**src/rtl/lvdspll_phase_ctrl.sv**
```systemverilog
// Dynamic-phase-shift controller for the LVDS receiver PLL: reset/lock sequencing,
// one-step-at-a-time phase_en/updn/cntsel handshake and per-counter phase tracking.
module lvdspll_phase_ctrl #(
  parameter int N_CLK            = 5,
  parameter int CNTSEL_W         = 5,
  parameter int STEP_W           = 10,
  parameter int STEPS_PER_PERIOD = 80,
  parameter int RST_CYCLES       = 16,
  parameter int LOCK_FILTER      = 1024,
  parameter int DONE_TIMEOUT     = 255
) (
  input  logic                clk,
  input  logic                reset_n,
  input  logic                pll_locked,
  output logic                pll_rst,
  output logic                pll_phase_en,
  output logic                pll_updn,
  output logic [CNTSEL_W-1:0] pll_cntsel,
  input  logic                pll_phase_done,
  input  logic                relock_req,
  input  logic                req_valid,
  output logic                req_ready,
  input  logic [CNTSEL_W-1:0] req_cntsel,
  input  logic [STEP_W-1:0]   req_steps,
  output logic                pll_ready,
  output logic                busy,
  output logic                done,
  output logic                error,
  input  logic [CNTSEL_W-1:0] rd_sel,
  output logic [STEP_W-1:0]   rd_pos
);

  localparam int MAX_A = (LOCK_FILTER > DONE_TIMEOUT) ? LOCK_FILTER : DONE_TIMEOUT;
  localparam int MAX_T = (MAX_A > RST_CYCLES) ? MAX_A : RST_CYCLES;
  localparam int TMR_W = $clog2(MAX_T + 1);

  typedef enum logic [2:0] {RST_PLL, WAIT_LOCK, IDLE, SETUP, PULSE, WAIT_LO, WAIT_HI} state_t;

  state_t                          state, state_d;
  logic [TMR_W-1:0]                tmr_q;
  logic [CNTSEL_W-1:0]             sel_q;
  logic                            updn_q;
  logic [STEP_W-1:0]               rem_q;
  logic                            done_q, err_q;
  logic [1:0]                      lock_sync, pd_sync;
  logic                            lock_s, pd_s;
  logic [N_CLK-1:0][STEP_W-1:0]    pos_q;
  logic                            busy_st, run_st;
  logic                            tmr_clr, accept, step_ok, done_set, err_set, err_clr, pos_clr;

  // phase_done idles high, so its synchroniser resets high to avoid a false edge
  always_ff @(posedge clk or negedge reset_n) begin
    if (!reset_n) begin
      lock_sync <= 2'b00;
      pd_sync   <= 2'b11;
    end else begin
      lock_sync <= {lock_sync[0], pll_locked};
      pd_sync   <= {pd_sync[0], pll_phase_done};
    end
  end

  assign lock_s  = lock_sync[1];
  assign pd_s    = pd_sync[1];
  assign busy_st = state inside {SETUP, PULSE, WAIT_LO, WAIT_HI};
  assign run_st  = !(state inside {RST_PLL, WAIT_LOCK});

  always_ff @(posedge clk or negedge reset_n) begin
    if (!reset_n) begin
      state  <= RST_PLL;
      tmr_q  <= '0;
      sel_q  <= '0;
      updn_q <= 1'b0;
      rem_q  <= '0;
      done_q <= 1'b0;
      err_q  <= 1'b0;
    end else begin
      state  <= state_d;
      tmr_q  <= tmr_clr ? '0 : tmr_q + TMR_W'(1);
      done_q <= done_set;
      if (err_set)      err_q <= 1'b1;
      else if (err_clr) err_q <= 1'b0;
      if (accept) begin
        sel_q  <= req_cntsel;
        updn_q <= ~req_steps[STEP_W-1];
        rem_q  <= req_steps[STEP_W-1] ? STEP_W'(-req_steps) : req_steps;
      end else if (step_ok) begin
        rem_q <= rem_q - STEP_W'(1);
      end
    end
  end

  // relock > lock loss > timeout > step completion
  always_comb begin
    state_d  = state;
    tmr_clr  = 1'b0;
    accept   = 1'b0;
    step_ok  = 1'b0;
    done_set = 1'b0;
    err_set  = 1'b0;
    err_clr  = 1'b0;
    pos_clr  = 1'b0;
    if (relock_req) begin
      state_d = RST_PLL;
      tmr_clr = 1'b1;
      pos_clr = 1'b1;
      if (busy_st) begin
        done_set = 1'b1;
        err_set  = 1'b1;
      end
    end else if (run_st && !lock_s) begin
      state_d = WAIT_LOCK;
      pos_clr = 1'b1;
      if (busy_st) begin
        done_set = 1'b1;
        err_set  = 1'b1;
      end
    end else begin
      case (state)
        RST_PLL:   if (tmr_q == TMR_W'(RST_CYCLES - 1)) state_d = WAIT_LOCK;
        WAIT_LOCK: begin
          if (!lock_s) tmr_clr = 1'b1;
          else if (tmr_q == TMR_W'(LOCK_FILTER - 1)) state_d = IDLE;
        end
        IDLE: begin
          tmr_clr = 1'b1;
          if (req_valid) begin
            accept  = 1'b1;
            err_clr = 1'b1;
            if ({1'b0, req_cntsel} >= (CNTSEL_W+1)'(N_CLK)) begin
              done_set = 1'b1;
              err_set  = 1'b1;
            end else if (req_steps == '0) begin
              done_set = 1'b1;
            end else begin
              state_d = SETUP;
            end
          end
        end
        SETUP:     state_d = PULSE;
        PULSE:     if (tmr_q == TMR_W'(1)) state_d = WAIT_LO;
        WAIT_LO: begin
          if (tmr_q == TMR_W'(DONE_TIMEOUT - 1)) begin
            state_d  = IDLE;
            done_set = 1'b1;
            err_set  = 1'b1;
          end else if (!pd_s) begin
            state_d = WAIT_HI;
          end
        end
        WAIT_HI: begin
          if (tmr_q == TMR_W'(DONE_TIMEOUT - 1)) begin
            state_d  = IDLE;
            done_set = 1'b1;
            err_set  = 1'b1;
          end else if (pd_s) begin
            step_ok = 1'b1;
            if (rem_q == STEP_W'(1)) begin
              state_d  = IDLE;
              done_set = 1'b1;
            end else begin
              state_d = SETUP;
            end
          end
        end
        default:   state_d = RST_PLL;
      endcase
    end
    if (state_d != state) tmr_clr = 1'b1;

    pll_rst      = (state == RST_PLL);
    pll_phase_en = (state == PULSE);
    pll_updn     = busy_st ? updn_q : 1'b0;
    pll_cntsel   = busy_st ? sel_q : '0;
    pll_ready    = run_st;
    req_ready    = (state == IDLE) && lock_s;
    busy         = busy_st;
    done         = done_q;
    error        = err_q;
  end

  // each counter's position wraps modulo one VCO period
  for (genvar g = 0; g < N_CLK; g++) begin : g_pos
    always_ff @(posedge clk or negedge reset_n) begin
      if (!reset_n) begin
        pos_q[g] <= '0;
      end else if (pos_clr) begin
        pos_q[g] <= '0;
      end else if (step_ok && sel_q == CNTSEL_W'(g)) begin
        if (updn_q)
          pos_q[g] <= (pos_q[g] == STEP_W'(STEPS_PER_PERIOD - 1)) ? '0 : pos_q[g] + STEP_W'(1);
        else
          pos_q[g] <= (pos_q[g] == '0) ? STEP_W'(STEPS_PER_PERIOD - 1) : pos_q[g] - STEP_W'(1);
      end
    end
  end

  always_comb begin
    rd_pos = '0;
    for (int i = 0; i < N_CLK; i++)
      if (rd_sel == CNTSEL_W'(i)) rd_pos = pos_q[i];
  end

endmodule

```
**config.mk**
```make
export PLATFORM = sky130hd
export DESIGN_NAME = lvdspll_phase_ctrl
export DESIGN_NICKNAME = d
export VERILOG_FILES = /design/src/rtl/lvdspll_phase_ctrl.sv
export SDC_FILE = /design/constraint.sdc
export NUM_CORES = 1
export LEC_CHECK = 0
export CAP_MARGIN = 20
export CORE_MARGIN = 3
export CORE_UTILIZATION = 50
export DETAILED_ROUTE_END_ITERATION = 8
export PLACE_DENSITY = 0.73
export SYNTH_ARGS = -nofsm -noshare
export SYNTH_HDL_FRONTEND = slang
export SYNTH_SLANG_ARGS = --single-unit
```
**constraint.sdc**
```tcl
create_clock -name clk -period 2.5 [get_ports clk]
set_input_delay 0.25 -clock clk [delete_from_list [all_inputs] [get_ports clk]]
set_output_delay 0.25 -clock clk [all_outputs]
set_load 0.01 [all_outputs]
```
======== Yosys cells after proc, flatten, opt, wreduce, memory -nomap -nowiden ========
Cells that the tools add are included.
Widths: inputs -> output; s select.
word-level totals
  bits of input ports ..................... 26
  word-level logic and storage cells ...... 167
  register bits ........................... 86
  output and inout port bits .............. 23
operators by class
  add/sub/neg operators ................... 13
  eq/ne operators ......................... 25
  mux-type cells .......................... 85
  reductions and logical operators ........ 28
  magnitude comparators ................... 1
  bitwise gates (word level) .............. 1
operator list
  kind                   number
  $mux 10                33
  $logic_not 10->1       6
  $sub 10x1->10 const B  6
  $add 10x1->10 const B  5
  $eq 10x7->1 const B    5
  $mux 3                 13
  $mux 1                 33
  $pmux 3 s7             1
  $eq 5x2->1 const B     4
  $reduce_bool 2->1      8
  $add 11x1->11 const B  1
  $eq 11x1->1 const B    1
  $eq 11x10->1 const B   1
  $eq 11x4->1 const B    1
  $eq 11x8->1 const B    1
  $mux 11                1
  $eq 10x1->1 const B    1
  $eq 5x1->1 const B     2
  $eq 5x3->1 const B     2
  $logic_not 5->1        2
  $neg 10->10            1
  $eq 3x3->1 const B     3
  $logic_and 1x1->1      7
  $eq 3x2->1 const B     2
  11 further kinds       13

======== Logic depth before layout (Yosys ltp) ========
Gate-level depths: netlist of run 1.
  word-level depth ........................ 10
  gate-level depth with buffers ........... 9
  gate-level depth less buffers ........... 7

======== Worst setup path before layout of run 1 ========
Ideal clock, no wire load.
  path kind ............................... register -> register
  start ................................... reg pos_q[0] in the netlist's numbering
  end ..................................... reg pos_q[8] in the netlist's numbering
  period minus slack after synthesis ...... 2174 ps
  arrival ................................. 2049 ps
  path buffers ............................ 0
  setup slack ............................. 326 ps
  cell stages (with the launch flop) ...... 8
  required time ........................... 2375 ps
  setup time .............................. 125 ps
  cells stage by stage .................... dfrtp_1 > inv_1 > ha_1 > or4b_2 > or4_1 > a21oi_1 > o32a_1 > a21oi_1
between the ends
  word-level cells in the longest chain between the ends .. 5
  elaborated cells between the ends (all ways) .. 9
  classes of those cells .................. 2 x add/sub; 1 x eq/ne; 5 x mux; 1 x reduce/logical
RTL lines
  what                                   line      text
  start: declaration                     47        logic [N_CLK-1:0][STEP_W-1:0] pos_q;
  start signal: indexed assignment       190       pos_q[g] <= (pos_q[g] == STEP_W'(STEPS_PER_PERIOD - 1)) ? '0 : pos_q[g] + STEP_W'(1);
  start signal: indexed assignment       192       pos_q[g] <= (pos_q[g] == '0) ? STEP_W'(STEPS_PER_PERIOD - 1) : pos_q[g] - STEP_W'(1);
  $sub 10x1->10 (tied with other cells)  192
  $mux 10 (on tied branches)             192, 190
  $mux 10 (*)                            189       if (updn_q)
  $mux 10 (*)                            188       end else if (step_ok && sel_q == CNTSEL_W'(g)) begin
  $mux 10 (*)                            186       end else if (pos_clr) begin
Mark *: on every way between the ends. The rest lies on a longest branch, timed or not. The select of a mux whose other input is x is not followed.
A chain may end at the register's enable or synchronous reset.

======== Worst setup path in the final report of run 1 ========
  start ................................... in rd_sel[2]
  end ..................................... out rd_pos[0]
between the ends
  word-level cells in the longest chain between the ends .. 6
  elaborated cells between the ends (all ways) .. 10
  classes of those cells .................. 4 x eq/ne; 5 x mux; 1 x reduce/logical
RTL lines
  what                  line  text
  start: declaration    29    input logic [CNTSEL_W-1:0] rd_sel,
  $logic_not 5->1       200   if (rd_sel == CNTSEL_W'(i)) rd_pos = pos_q[i];
  $mux 10 (4 in a row)  200
  $mux 10 (*)           200
  end: declaration      30    output logic [STEP_W-1:0] rd_pos
Mark *: on every way between the ends. The rest lies on a longest branch, timed or not.

==> run_results.csv, run 1 <==
group,metric,value,unit
layout,area_of_all_placed_cells_without_fillers,8332,sq um
global_routing,global_route_wire_length_before_repair,34440,microns
yosys,synth_cell_types,73,
timing,rsz0062_at_grt,"false",
die,die_width,124.6,microns
die,floorplan.die_area,15530,sq um
timing,report.final.hold_viol_count,0,
critical_path,worstPathMaxFanout,10,
drt,routedWlPerCell,18.01,microns
layout,post_route_cells_drive_above_1_share,12.76,%
critical_path,critical_path_required,2.25,ns
yosys,synth_seq_area_share,30.62,%
die,rows,42,
place,placement.cell_area,7983,sq um
drt,drc,0,
min_path,min_to,"pd_sync[0]",
critical_path,worst-setup-path-type,"in2out",
critical_path,worstSetupStartpoint,"rd_sel[2]",
timing,fin_crit_sh,96.33,%
timing,finalWorstPathRequiredPeriod,2.408,ns
min_path,worstHoldPathCells,1,
power_and_ir_drop,power_leakage,3.383,nW
yosys,mappedNetlistNets,945,
place,placedCellCount,1123,
drt,drt-total-wl,20530,microns
timing,setup_viol_count_final,0,
outcome,run_status,"completed",
min_path,worstHoldPathType,"in2reg",
critical_path,rrSetupSlack,0.21,ns
global_routing,grt_max_degree,55,
yosys,yosys_most_used_dff,"sky130_fd_sc_hd__dfrtp_1",
die,die_h,124.6,microns
clock_network,cts-htree-levels,3,
clock_network,cts_num_sinks,86,
timing,slew_headroom,55.47,%
critical_path,rr_startpoint,"pos_q[1]",
yosys,synth.top_cell.area_share,29.87,%
drt,first_pass_iters,5,
power_and_ir_drop,vdd_drop_max,0.3358,mV
drt,detailedRoute.firstIterationViolations,772,
clock_network,clkSlewWorstSetupHoldPaths,0.07,ns
timing,highest_clock_frequency_the_design_can_meet,415.2,MHz
yosys,main_area_contributors_after_synthesis,"sky130_fd_sc_hd__dfrtp_1 30%, sky130_fd_sc_hd__nand2_1 5.2%, sky130_fd_sc_hd__o21ai_0 5.1%",
min_path,launch_point_of_the_worst_hold_path,"pll_phase_done",
yosys,synth_area_per_cell,7.793,sq um
critical_path,arrival,2.16,ns
place,detailed_place_hpwl,14800,microns
layout,final_cell_mix,"97 x sky130_fd_sc_hd__nand2_1, 83 x sky130_fd_sc_hd__dfrtp_1, 72 x sky130_fd_sc_hd__o21ai_0",
critical_path,timing.reg2reg.worst_path_depth,7,
clock_network,cts_root_buf,"sky130_fd_sc_hd__clkbuf_16",
yosys,post_synthesis_register_bit_count,86,
power_and_ir_drop,power_per_cell_area,373.8,nW/um^2
timing,actual_transition_at_the_worst_max_transition_pin,0.6596,ns
layout,antenna_cells_inserted,0,
place,place.gp.congestion,0.9434,
die,core_area,13510,sq um
global_routing,grt_pass1_vias,6897,
global_routing,globalRouteTotalUtil,26.38,%
critical_path,worst_setup_path_start_kind,"primary input",
layout,layout.cells.most_common,"sky130_fd_sc_hd__nand2_1",
layout,num-fill-cells,1180,
yosys,async_flop_share,100.0,%
place,portBuffers,48,
layout,instances_no_fill,1140,
yosys,number_of_flops_mapped_to_enable_cells_by_yosys,0,
timing,setup-tns-final,0,ns
drt,vias,7350,
clock_network,tritoncts_clock_tree,"yes",
yosys,postSynthCellCount,903,
drt,detail_route.vias_per_cell,6.447,
yosys,count_of_synthesis_stage_warnings_from_yosys,0,
global_routing,grt_antenna_before_repair,0,
die,num_io_pins,49,
yosys,synth_area_leader_cell,"sky130_fd_sc_hd__dfrtp_1",
clock_network,clock_insertion_delay_worst_skew,0.36,ns
clock_network,clk_path_buf_depth,2,
critical_path,worstSetupEndpointType,"output pin",
layout,layout.nets,1001,
critical_path,regToRegEndpoint,"pos_q[8]",
clock_network,post_cts_buffers,0,
run,max_cap_violations,0,
timing,finalMaxSlewViolations,0,
power_and_ir_drop,post-layout-total-power,3.114,mW
drt,final_antenna_net_count,0,
timing,skew,0.01042,ns
layout,layout_overhead_on_the_synthesized_area,18.40,%
die,initial_core_util,52.10,%
yosys,syn_area,7037,sq um
clock_network,numCtsBuffers,9,
layout,utilization,61.69,%
global_routing,grt_overflow_total,0,
==> worst max-delay path, cell delays in order <==
cell and delay [ns]:
sky130_fd_sc_hd__clkdlybuf4s50_1 0.47, sky130_fd_sc_hd__nand2b_1 0.17, sky130_fd_sc_hd__nor4_1 0.17, sky130_fd_sc_hd__buf_4 0.22
sky130_fd_sc_hd__a22oi_1 0.11, sky130_fd_sc_hd__a21oi_1 0.19, sky130_fd_sc_hd__clkdlybuf4s50_1 0.56
==> cell type report <==
type	instances	area (sq um)	share of cell area, %
clock buffers	10	239.0	2.868
clock inverters	6	93.84	1.126
inverters	32	120.1	1.442
multi-input cells	711	4464	53.58
flip-flops and latches	86	2156	25.87
well taps	176	220.2	2.643
repair buffers	119	1039	12.46
==> through the flow <==
step | worst slack, ns | hold WS (ns)
6_report | 0.09170 | 0.2913
4_1_cts | 0.08719 | 0.2807
2_1_floorplan | 0.3259 | -0.04559
3_5_place_dp | 0.09352 | 0.3297
5_1_grt | 0.001753 | 0.3062
3_3_place_gp | 0.09946 | 0.3208
==> worst max path at each step <==
stage                     end  slack, ns
floorplan            pos_q[8]       0.33
global placement    rd_pos[2]        0.1
detailed placement   tmr_q[2]       0.09
CTS                 rd_pos[2]       0.09
global route        rd_pos[8]      0.002
finish              rd_pos[0]       0.09
==> routing by layer <==
| layer | routed length, microns | vias to the layer above | GRT usage [%] |
|---|---|---|---|
| li1 | - | 3495 | - |
| met1 | 9309 | 3463 | 36.98 |
| met2 | 9263 | 336 | 40.08 |
| met3 | 1409 | 56 | 5.274 |
| met4 | 552 | 0 | 10.32 |
| met5 | 0 | - | 0 |
==> cells in the mapped netlist (16+ instances only) <==
master,count
sky130_fd_sc_hd__clkbuf_1,54
sky130_fd_sc_hd__xor2_1,16
sky130_fd_sc_hd__xnor2_1,19
sky130_fd_sc_hd__and3_1,16
sky130_fd_sc_hd__a21oi_1,61
sky130_fd_sc_hd__nor4_1,20
sky130_fd_sc_hd__nand4_1,23
sky130_fd_sc_hd__inv_1,32
sky130_fd_sc_hd__ha_1,16
sky130_fd_sc_hd__nand3_1,31
sky130_fd_sc_hd__o21ai_0,72
sky130_fd_sc_hd__nor2_1,61
sky130_fd_sc_hd__nor3_1,31
sky130_fd_sc_hd__a22oi_1,16
sky130_fd_sc_hd__a31oi_1,20
sky130_fd_sc_hd__dfrtp_1,84
sky130_fd_sc_hd__nand2_1,97
==> logic make-up (layout without fill, tap and decap cells) <==
group / after synthesis / after routing / synth area share (%)
fa+ha+maj: 16 / 16 / 2.845
mux: 20 / 20 / 3.023
xor+xnor: 35 / 35 / 4.356
flops: 86 / 86 / 30.62
buf+inv: 106 / 167 / 6.081
compound gates: 271 / 271 / 25.09
simple gates: 369 / 369 / 27.99
==> what timing repair did <==
action | CTS | global route
endpoints found under the setup margin | 0 | 2
resized for setup | 0 | 2
hold buffers | 1 | 0
endpoints found under the hold margin | 45 | 0
==> power by group <==
group	switching (mW)	total, mW	internal, mW
combinational	0.115	0.201	0.0861
clock	0.596	1.51	0.910
sequential	0.00765	1.41	1.40
==> registers in the layout, summed over array words and instances, names as in the netlist <==
name	cells
rem_q	10
updn_q	1
state	3
tmr_q	11
pos_q	50
error	1
pd_sync	2
done	1
sel_q	5
lock_sync	2
No activity file was read; power rests on OpenSTA's default activity.
==> inputs of run 2 (changes only) <==
--- a/config.mk
+++ b/config.mk
@@ -10,6 +10,7 @@
 export CORE_UTILIZATION = 50
 export DETAILED_ROUTE_END_ITERATION = 8
 export PLACE_DENSITY = 0.73
+export SETUP_SLACK_MARGIN = 0.05
 export SYNTH_ARGS = -nofsm -noshare
 export SYNTH_HDL_FRONTEND = slang
 export SYNTH_SLANG_ARGS = --single-unit
==> run 2 against run 1 <==
Against the previous run: worst setup slack improved by 0.062 ns; sequential cell count unchanged; critical path depth decreased by 3; total power increased by 0.43%; register-to-register slack about the same; worst hold slack improved by 0.0020 ns; maximum frequency increased by 2.6%; clock skew decreased by 0.0017 ns; utilization increased by 0.74 points; cell count increased by 0.35%; largest cell class unchanged.
==> run_results.csv, run 2 (same netlist as run 1, synthesis figures left out) <==
group,metric,value,unit
global_routing,grt_pass1_vias,6897,
drt,drt-total-wl,20870,microns
layout,top_register,"pos_q",
layout,instances_no_fill,1144,
drt,detail_route.vias_per_cell,6.485,
layout,num-fill-cells,1162,
layout,layout.cells.most_common,"sky130_fd_sc_hd__nand2_1",
run,max_cap_violations,0,
power_and_ir_drop,vdd_drop_max,0.3347,mV
drt,final_antenna_net_count,0,
timing,fin_crit_sh,93.86,%
timing,finalWorstPathRequiredPeriod,2.347,ns
place,place.gp.congestion,0.9434,
timing,rsz0062_at_grt,"false",
die,core_area,13510,sq um
global_routing,globalRouteTotalUtil,26.38,%
critical_path,critical_path_required,2.25,ns
critical_path,arrival,2.10,ns
timing,highest_clock_frequency_the_design_can_meet,426.2,MHz
die,die_width,124.6,microns
global_routing,grt.met3_usage,5.274,%
layout,layout.nets,1005,
clock_network,clkSlewWorstSetupHoldPaths,0.07,ns
drt,detailedRoute.firstIterationViolations,736,
power_and_ir_drop,power_leakage,3.460,nW
clock_network,clk_path_buf_depth,2,
drt,drc,0,
drt,vias,7419,
global_routing,grt_antenna_before_repair,0,
global_routing,gr-usage-met2,40.08,%
place,placedCellCount,1123,
critical_path,worstPathMaxFanout,17,
outcome,run_status,"completed",
clock_network,cts_root_buf,"sky130_fd_sc_hd__clkbuf_16",
global_routing,gr-usage-met1,36.98,%
timing,report.final.hold_viol_count,0,
global_routing,grt-busiest-layer,"met2",
layout,post_route_cells_drive_above_1_share,13.84,%
global_routing,grt_overflow_total,0,
timing,setup_viol_count_final,0,
critical_path,worst_setup_path_start_kind,"register",
timing,finalMaxSlewViolations,0,
clock_network,cts_num_sinks,86,
global_routing,global_route_wire_length_before_repair,34440,microns
die,rows,42,
global_routing,grt_max_degree,55,
drt,routedWlPerCell,18.24,microns
layout,antenna_cells_inserted,0,
clock_network,cts-htree-levels,3,
die,die_h,124.6,microns
layout,final_cell_mix,"96 x sky130_fd_sc_hd__nand2_1, 82 x sky130_fd_sc_hd__dfrtp_1, 72 x sky130_fd_sc_hd__o21ai_0",
die,floorplan.die_area,15530,sq um
critical_path,worst-setup-path-type,"reg2out",
layout,layout_overhead_on_the_synthesized_area,19.83,%
power_and_ir_drop,power_per_cell_area,371.0,nW/um^2
die,initial_core_util,52.10,%
layout,largest_reg_flops,50,
place,detailed_place_hpwl,14800,microns
layout,biggest_regs,"pos_q (50), tmr_q (11), rem_q (10)",
timing,slew_headroom,56.03,%
drt,first_pass_iters,6,
place,portBuffers,48,
die,num_io_pins,49,
min_path,worstHoldPathType,"in2reg",
timing,actual_transition_at_the_worst_max_transition_pin,0.6513,ns
clock_network,numCtsBuffers,9,
timing,setup-tns-final,0,ns
timing,hold-worst-slack,0.2934,ns
clock_network,clock_insertion_delay_worst_skew,0.35,ns
critical_path,worstSetupEndpointType,"output pin",
timing,skew,0.008722,ns
clock_network,tritoncts_clock_tree,"yes",
run 2: changes by cell type in the layout (fill, tap and decap cells not counted), moves of 2 or more:
cell	previous run	this run
sky130_fd_sc_hd__clkdlybuf4s50_1	47	42
sky130_fd_sc_hd__dlymetal6s2s_1	0	5
sky130_fd_sc_hd__inv_1	32	30
sky130_fd_sc_hd__nor4_1	20	18
sky130_fd_sc_hd__nor4_4	0	2
run 2: critical path: stages, from the launching register on:
cell                              delay (ns)
sky130_fd_sc_hd__dfrtp_1                0.68
sky130_fd_sc_hd__mux2_2                 0.26
sky130_fd_sc_hd__a22oi_1                0.07
sky130_fd_sc_hd__a21oi_1                0.18
sky130_fd_sc_hd__clkdlybuf4s50_1        0.55
run 2: metal layers:
| layer | part of all wire, % | vias up |
|---|---|---|
| met5 | 0 | - |
| met3 | 7.6 | 53 |
| met1 | 44 | 3489 |
| met2 | 45 | 367 |
| met4 | 2.8 | 0 |
| li1 | - | 3510 |
run 2: report_power, final:
| group | total (mW) | switching (mW) | internal (mW) |
|---|---|---|---|
| sequential | 1.41 | 0.00769 | 1.40 |
| clock | 1.51 | 0.600 | 0.910 |
| combinational | 0.211 | 0.122 | 0.0889 |
| total | 3.13 | 0.729 | 2.40 |
run 2: area by class of cell:
| class | count | area (sq um) | share of cell area [%] |
|---|---|---|---|
| clock buffer | 10 | 239.0 | 2.834 |
| tap | 176 | 220.2 | 2.612 |
| sequential | 86 | 2157 | 25.58 |
| timing repair buffer | 123 | 1086 | 12.88 |
| multi-input combinational | 711 | 4512 | 53.51 |
| inverter | 32 | 123.9 | 1.469 |
| clock inverter | 6 | 93.84 | 1.113 |
run 2: through the flow:
stage / instance area [sq um] / setup WS, ns / power [mW] / util, %
floorplan: 7037 / 0.3259 / 1.507 / -
global placement: 7983 / 0.09946 / 1.632 / 59.11
detailed placement: 7983 / 0.09352 / 1.634 / 59.11
CTS: 8325 / 0.08719 / 3.148 / 61.65
global route: 8432 / 0.06009 / 3.237 / 62.43
finish: 8432 / 0.1535 / 3.128 / 62.43
run 2: what timing repair did:
| action | 4_1_cts | 5_1_grt |
|---|---|---|
| hold buffers | 1 | 0 |
| hold endpoints to repair | 45 | 0 |
| setup endpoints to repair | 0 | 14 |
| setup buffers | 0 | 1 |
| resized for setup | 0 | 21 |
run 2: path summary, 6_finish.rpt:
check	startpoint	end	slack (ns)	depth (start not counted)
max	pos_q[34]	rd_pos[4]	0.15	4
min	pll_phase_done	pd_sync[0]	0.29	1
max reg2reg	tmr_q[0]	tmr_q[4]	0.21	7
min reg2reg	lock_sync[0]	lock_sync[1]	0.35	0
max in group asynchronous	reset_n	pd_sync[0]	1.32	3
min in group asynchronous	reset_n	pos_q[43]	0.46	2
==> variant 1 (flow settings as in run 1) <==
Set the parameter `STEPS_PER_PERIOD` to 64 (it was 80).
--- a/src/rtl/lvdspll_phase_ctrl.sv
+++ b/src/rtl/lvdspll_phase_ctrl.sv
@@ -5,5 +5,5 @@
   parameter int CNTSEL_W         = 5,
   parameter int STEP_W           = 10,
-  parameter int STEPS_PER_PERIOD = 80,
+  parameter int STEPS_PER_PERIOD = 64,
   parameter int RST_CYCLES       = 16,
   parameter int LOCK_FILTER      = 1024,
Function: no difference found for any inputs over 10 cycles, from zero or initial values and one cycle with reset_n low; that may be too few to reach the edited logic, so the function may still have changed.
==> variant 1 against run 1 <==
Total power down 5.1%; area after synthesis up 2.7%; clock skew down 0.0067 ns; sequential cell count unchanged; die area up 2.6%; maximum frequency about the same; via count down 3.9%; highest routed layer unchanged; critical path depth down 1; sequential share of layout area down 0.12 points; design area up 0.54%; synthesized cell count up 0.11%; largest cell class unchanged; first-iteration DRC count down 18%; routed wire length down 2.9%; setup slack better by 0.0017 ns.
==> variant 1: results (changes against run 1) <==
Setup bufs post-CTS - 0 (unchanged)
Ys flop type - dfrtp_1
Routed WL - 19,900 µm (-2.9%)
Synth Area in Compound Gates - 22.2% (-2.9 points)
Worst-path fanout max - 14 (+4)
Asr flop ratio synth - 100% (unchanged)
Avg Synthesized Cell Area - 7.99 µm² (+2.6%)
Dominant cells by area after synthesis - dfrtp_1, xnor2_1, nor2_1, nand2_1, clkbuf_1
DRC viols - 0 (unchanged)
H-tree depth - 3 (unchanged)
Port Buf Inserts - 48 (unchanged)
GPL Wtd Cong - 0.905 (-4.1%)
Clock Latency Late Sink - 0.35 ns
TritonRoute pass-1 iters - 5 (unchanged)
Crit path DAT - 2.16 ns (about the same)
Peak VDD IR - 0.434 mV (+29%)
Largest net degree at the start of global routing - 55 (unchanged)
Initial antenna violation count - 0 (unchanged)
Vias per cell - 6.27 (-2.7%)
Hold Crit Class - input port to register
# fillers - 1,264 (+7.1%)
CTS buffer count - 9 (unchanged)
Post-Synth Adder-Cell Area - 2.77% (-0.074 points)
Routed via count - 7,067 (-3.9%)
Top cells by count, synth - dfrtp_1, nor2_1, nand2_1, clkbuf_1, o21ai_0
Wire length of the first global-routing pass - 33,600 µm (-2.5%)
Clk buf depth - 2 (unchanged)
Distinct cell type count of the synthesized netlist - 85 (+16%)
Layout cells sized above 1 - 12.6% (-0.19 points)
CTS Root Cell - clkbuf_16
Biggest regs - pos_q (50), tmr_q (11), rem_q (10)
Fraction of synthesized cell area in xor and xnor cells - 5.45% (+1.1 points)
Mux share of post-synthesis cell area - 3.53% (+0.51 points)
DRT iter0 DRCs - 631 (-18%)
Largest register FFs - 50 (unchanged)
Sequential-to-total area share from yosys stat - 29.8% (-0.80 points)
Final number of hold-violating endpoints - 0 (unchanged)
Total global-route track usage - 25.3% (-1.1 points)
# placed instances - 1,110 (-1.2%)
Worst clock skew - 0.00371 ns (-0.00671 ns)
Actual slew at the worst max-slew pin - 0.747 ns (+0.0875 ns)
Outcome - finished clean
Detailed-placement wirelength estimate - 14,300 µm (-3.5%)
Yosys warnings - 0 (unchanged)
Diode count - 0 (unchanged)
Mapped Nets - 946 (+0.11%)
Sw power - 721 µW (+0.35%)
Number of global-route vias before repair - 6,683 (-3.1%)
Clock transition at path regs - 0.06 ns
Final nets - 984 (-1.7%)
LEAKAGE - 3.34 nW (-1.2%)
variant 1: path summary, 6_finish.rpt:
path / startpoint / to / slack [ns] / depth (start not counted)
min in group asynchronous: reset_n / pos_q[20] / 0.49 / 2
max in group asynchronous: reset_n / pd_sync[0] / 1.17 / 3
setup reg to reg: sel_q[1] / pos_q[20] / 0.22 / 5
hold reg to reg: lock_sync[0] / lock_sync[1] / 0.36 / 0
hold / removal: pll_phase_done / pd_sync[0] / 0.33 / 1
setup / recovery: state[1] / pll_cntsel[4] / 0.09 / 6
variant 1: per-stage QoR:
step	util, %	total power, mW	hold WS [ns]	instance area (µm²)	worst slack [ns]
6_report	59.9	2.95	0.326	8380	0.0934
5_1_grt	59.9	3.06	0.333	8380	0.00866
4_1_cts	59.9	2.98	0.315	8370	0.107
3_5_place_dp	57.7	1.68	0.349	8080	0.0277
3_3_place_gp	57.7	1.68	0.347	8080	0.137
2_1_floorplan	-	1.55	-0.0456	7230	0.294
variant 1: critical path, stage by stage (launching register included):
cell,delay (ns)
dfrtp_2,0.51
buf_4,0.18
nand2_1,0.10
xnor2_1,0.16
buf_4,0.17
nor2b_1,0.12
clkdlybuf4s50_1,0.56
variant 1: cells by family (layout without fill, tap and decap cells):
family / after synthesis / in the layout
adders and majority gates: 16 / 16
AOI/OAI and AO/OA: 230 / 230
and+or+nand+nor: 384 / 384
xor gates and xnor gates: 45 / 45
DFF: 86 / 86
buffers and inverters: 119 / 162
muxes: 24 / 24
variant 1: power by group through the flow:
stage          clock network [mW]  registers (mW)  logic (mW)
4_1_cts                      1.33            1.42       0.238
5_1_grt                      1.38            1.42       0.264
3_3_place_gp                    0            1.44       0.235
3_5_place_dp                    0            1.44       0.237
2_1_floorplan                   0            1.44       0.110
6_report                     1.30            1.42       0.237
variant 1: area by class of cell:
type / instances / share of cell area [%]
sequential: 86 / 25.8
clock buffer: 11 / 3.02
timing repair buffer: 108 / 11.4
multi-input combinational: 699 / 55.0
tap: 180 / 2.69
clock inverter: 5 / 0.403
inverter: 38 / 1.70
variant 1: timing repair:
item | CTS | global route
setup endpoints to repair | 1 | 6
pin swaps | 0 | 0
resized for setup | 1 | 2
endpoints found under the hold margin | 34 | 0
hold buffers | 1 | 0
cloned | 0 | 0
variant 1: layer usage:
metal	share of wire, %	vias to the layer above	track usage (%)
li1	-	3427	-
met1	46	3323	35.4
met2	46	302	40.4
met3	7.0	15	4.96
met4	1.1	0	6.56
met5	0	-	0
==> variant 2 (settings of run 1) <==
Made on the original files. Put a register stage on the output `pll_cntsel`. The value now appears one clock later. The other outputs are not delayed to match.
--- a/src/rtl/lvdspll_phase_ctrl.sv
+++ b/src/rtl/lvdspll_phase_ctrl.sv
@@ -37,4 +37,6 @@
   typedef enum logic [2:0] {RST_PLL, WAIT_LOCK, IDLE, SETUP, PULSE, WAIT_LO, WAIT_HI} state_t;
 
+  logic [CNTSEL_W-1:0] pll_cntsel_d;
+
   state_t                          state, state_d;
   logic [TMR_W-1:0]                tmr_q;
@@ -171,5 +173,5 @@
     pll_phase_en = (state == PULSE);
     pll_updn     = busy_st ? updn_q : 1'b0;
-    pll_cntsel   = busy_st ? sel_q : '0;
+    pll_cntsel_d = busy_st ? sel_q : '0;
     pll_ready    = run_st;
     req_ready    = (state == IDLE) && lock_s;
@@ -201,4 +203,8 @@
   end
 
+  always_ff @(posedge clk) begin
+    pll_cntsel <= pll_cntsel_d;
+  end
+
 endmodule
 
Check against the original RTL: same outputs for any inputs over 10 cycles, from zero or initial values and one cycle with reset_n low; that may be too few to reach the edited logic, so the function may still have changed.
==> variant 2 against run 1 <==
Design area up 1.8%; setup slack better by 0.00061 ns; global-route usage down 0.34 points; die area up 2.3%; sequential cell count up 5; total power up 3.8%; maximum frequency about the same; routed wire length up 0.60%; area after synthesis up 2.5%; highest routed layer unchanged; sequential share of layout area up 0.76 points; largest cell class unchanged; combinational power up 15%.
==> variant 2: results (changes against run 1) <==
# fillers - 1,278 (+8.3%)
# placed instances - 1,141 (+1.6%)
Area of the multi-input gates - 4540 µm² (+1.6%)
Metal2 WL - 9480 µm (+2.3%)
Place WS - -0.000775 ns (-0.0943 ns)
Comb_multi_in - 722 (+1.5%)
P_seq - 1.52 mW (+8%)
Data buffer area share - 12.1% (-0.39 points)
Cell area after layout - 8480 µm² (+1.8%)
DRT iter0 DRCs - 630 (-18%)
Mapped Nets - 965 (+2.1%)
Largest net degree at the start of global routing - 81 (+47%)
Wire length of the first global-routing pass - 34,200 µm (-0.62%)
Outcome - finished clean
Detailed-placement wirelength estimate - 14,900 µm (+0.43%)
Asr flop ratio synth - 94.5% (-5.5 points)
Routed WL per cell - 17.8 µm (-0.96%)
Wl on met1 - 9040 µm (-2.9%)
Top cells by count, synth - nand2_1, dfrtp_1, clkbuf_1, nor2_1, o21ai_0
Sequential share of cell area - 26.6% (+0.76 points)
Final nets - 1,015 (+1.4%)
Clk tree area frac - 3.75% (-0.25 points)
TritonRoute pass-1 iters - 6 (+1)
Mux share of post-synthesis cell area - 2.93% (-0.090 points)
Buffers, non-clock - 117 (-1.7%)
Vias per cell - 6.37 (-1.1%)
==> variant 2: cell types whose count changed after synthesis, moves of 7 or more <==
cell and change:
nand2_1 -12, nand3_1 +13, o21ai_0 -17, buf_2 -7
or3_1 +10, clkbuf_1 +11, nor3_1 +23, a21oi_1 -7
or4_1 +7, xor2_1 -7
==> variant 2: path summary, 6_finish.rpt <==
kind / startpoint / to / slack (ns) / depth (start not counted)
min reg2reg: lock_sync[0] / lock_sync[1] / 0.35 / 0
max reg2reg: tmr_q[8] / tmr_q[10] / 0.22 / 7
min: pll_phase_done / pd_sync[0] / 0.32 / 1
max: state[1] / pll_updn / 0.09 / 5
min in group asynchronous: reset_n / pos_q[24] / 0.42 / 2
max in group asynchronous: reset_n / pd_sync[0] / 1.40 / 3
==> variant 2: critical path, stage by stage, from the launching register on <==
cell and delay, ns:
dfrtp_2 0.45, nand2_1 0.11, or2_2 0.30, and2_0 0.24, nor2_2 0.16, clkdlybuf4s50_1 0.56
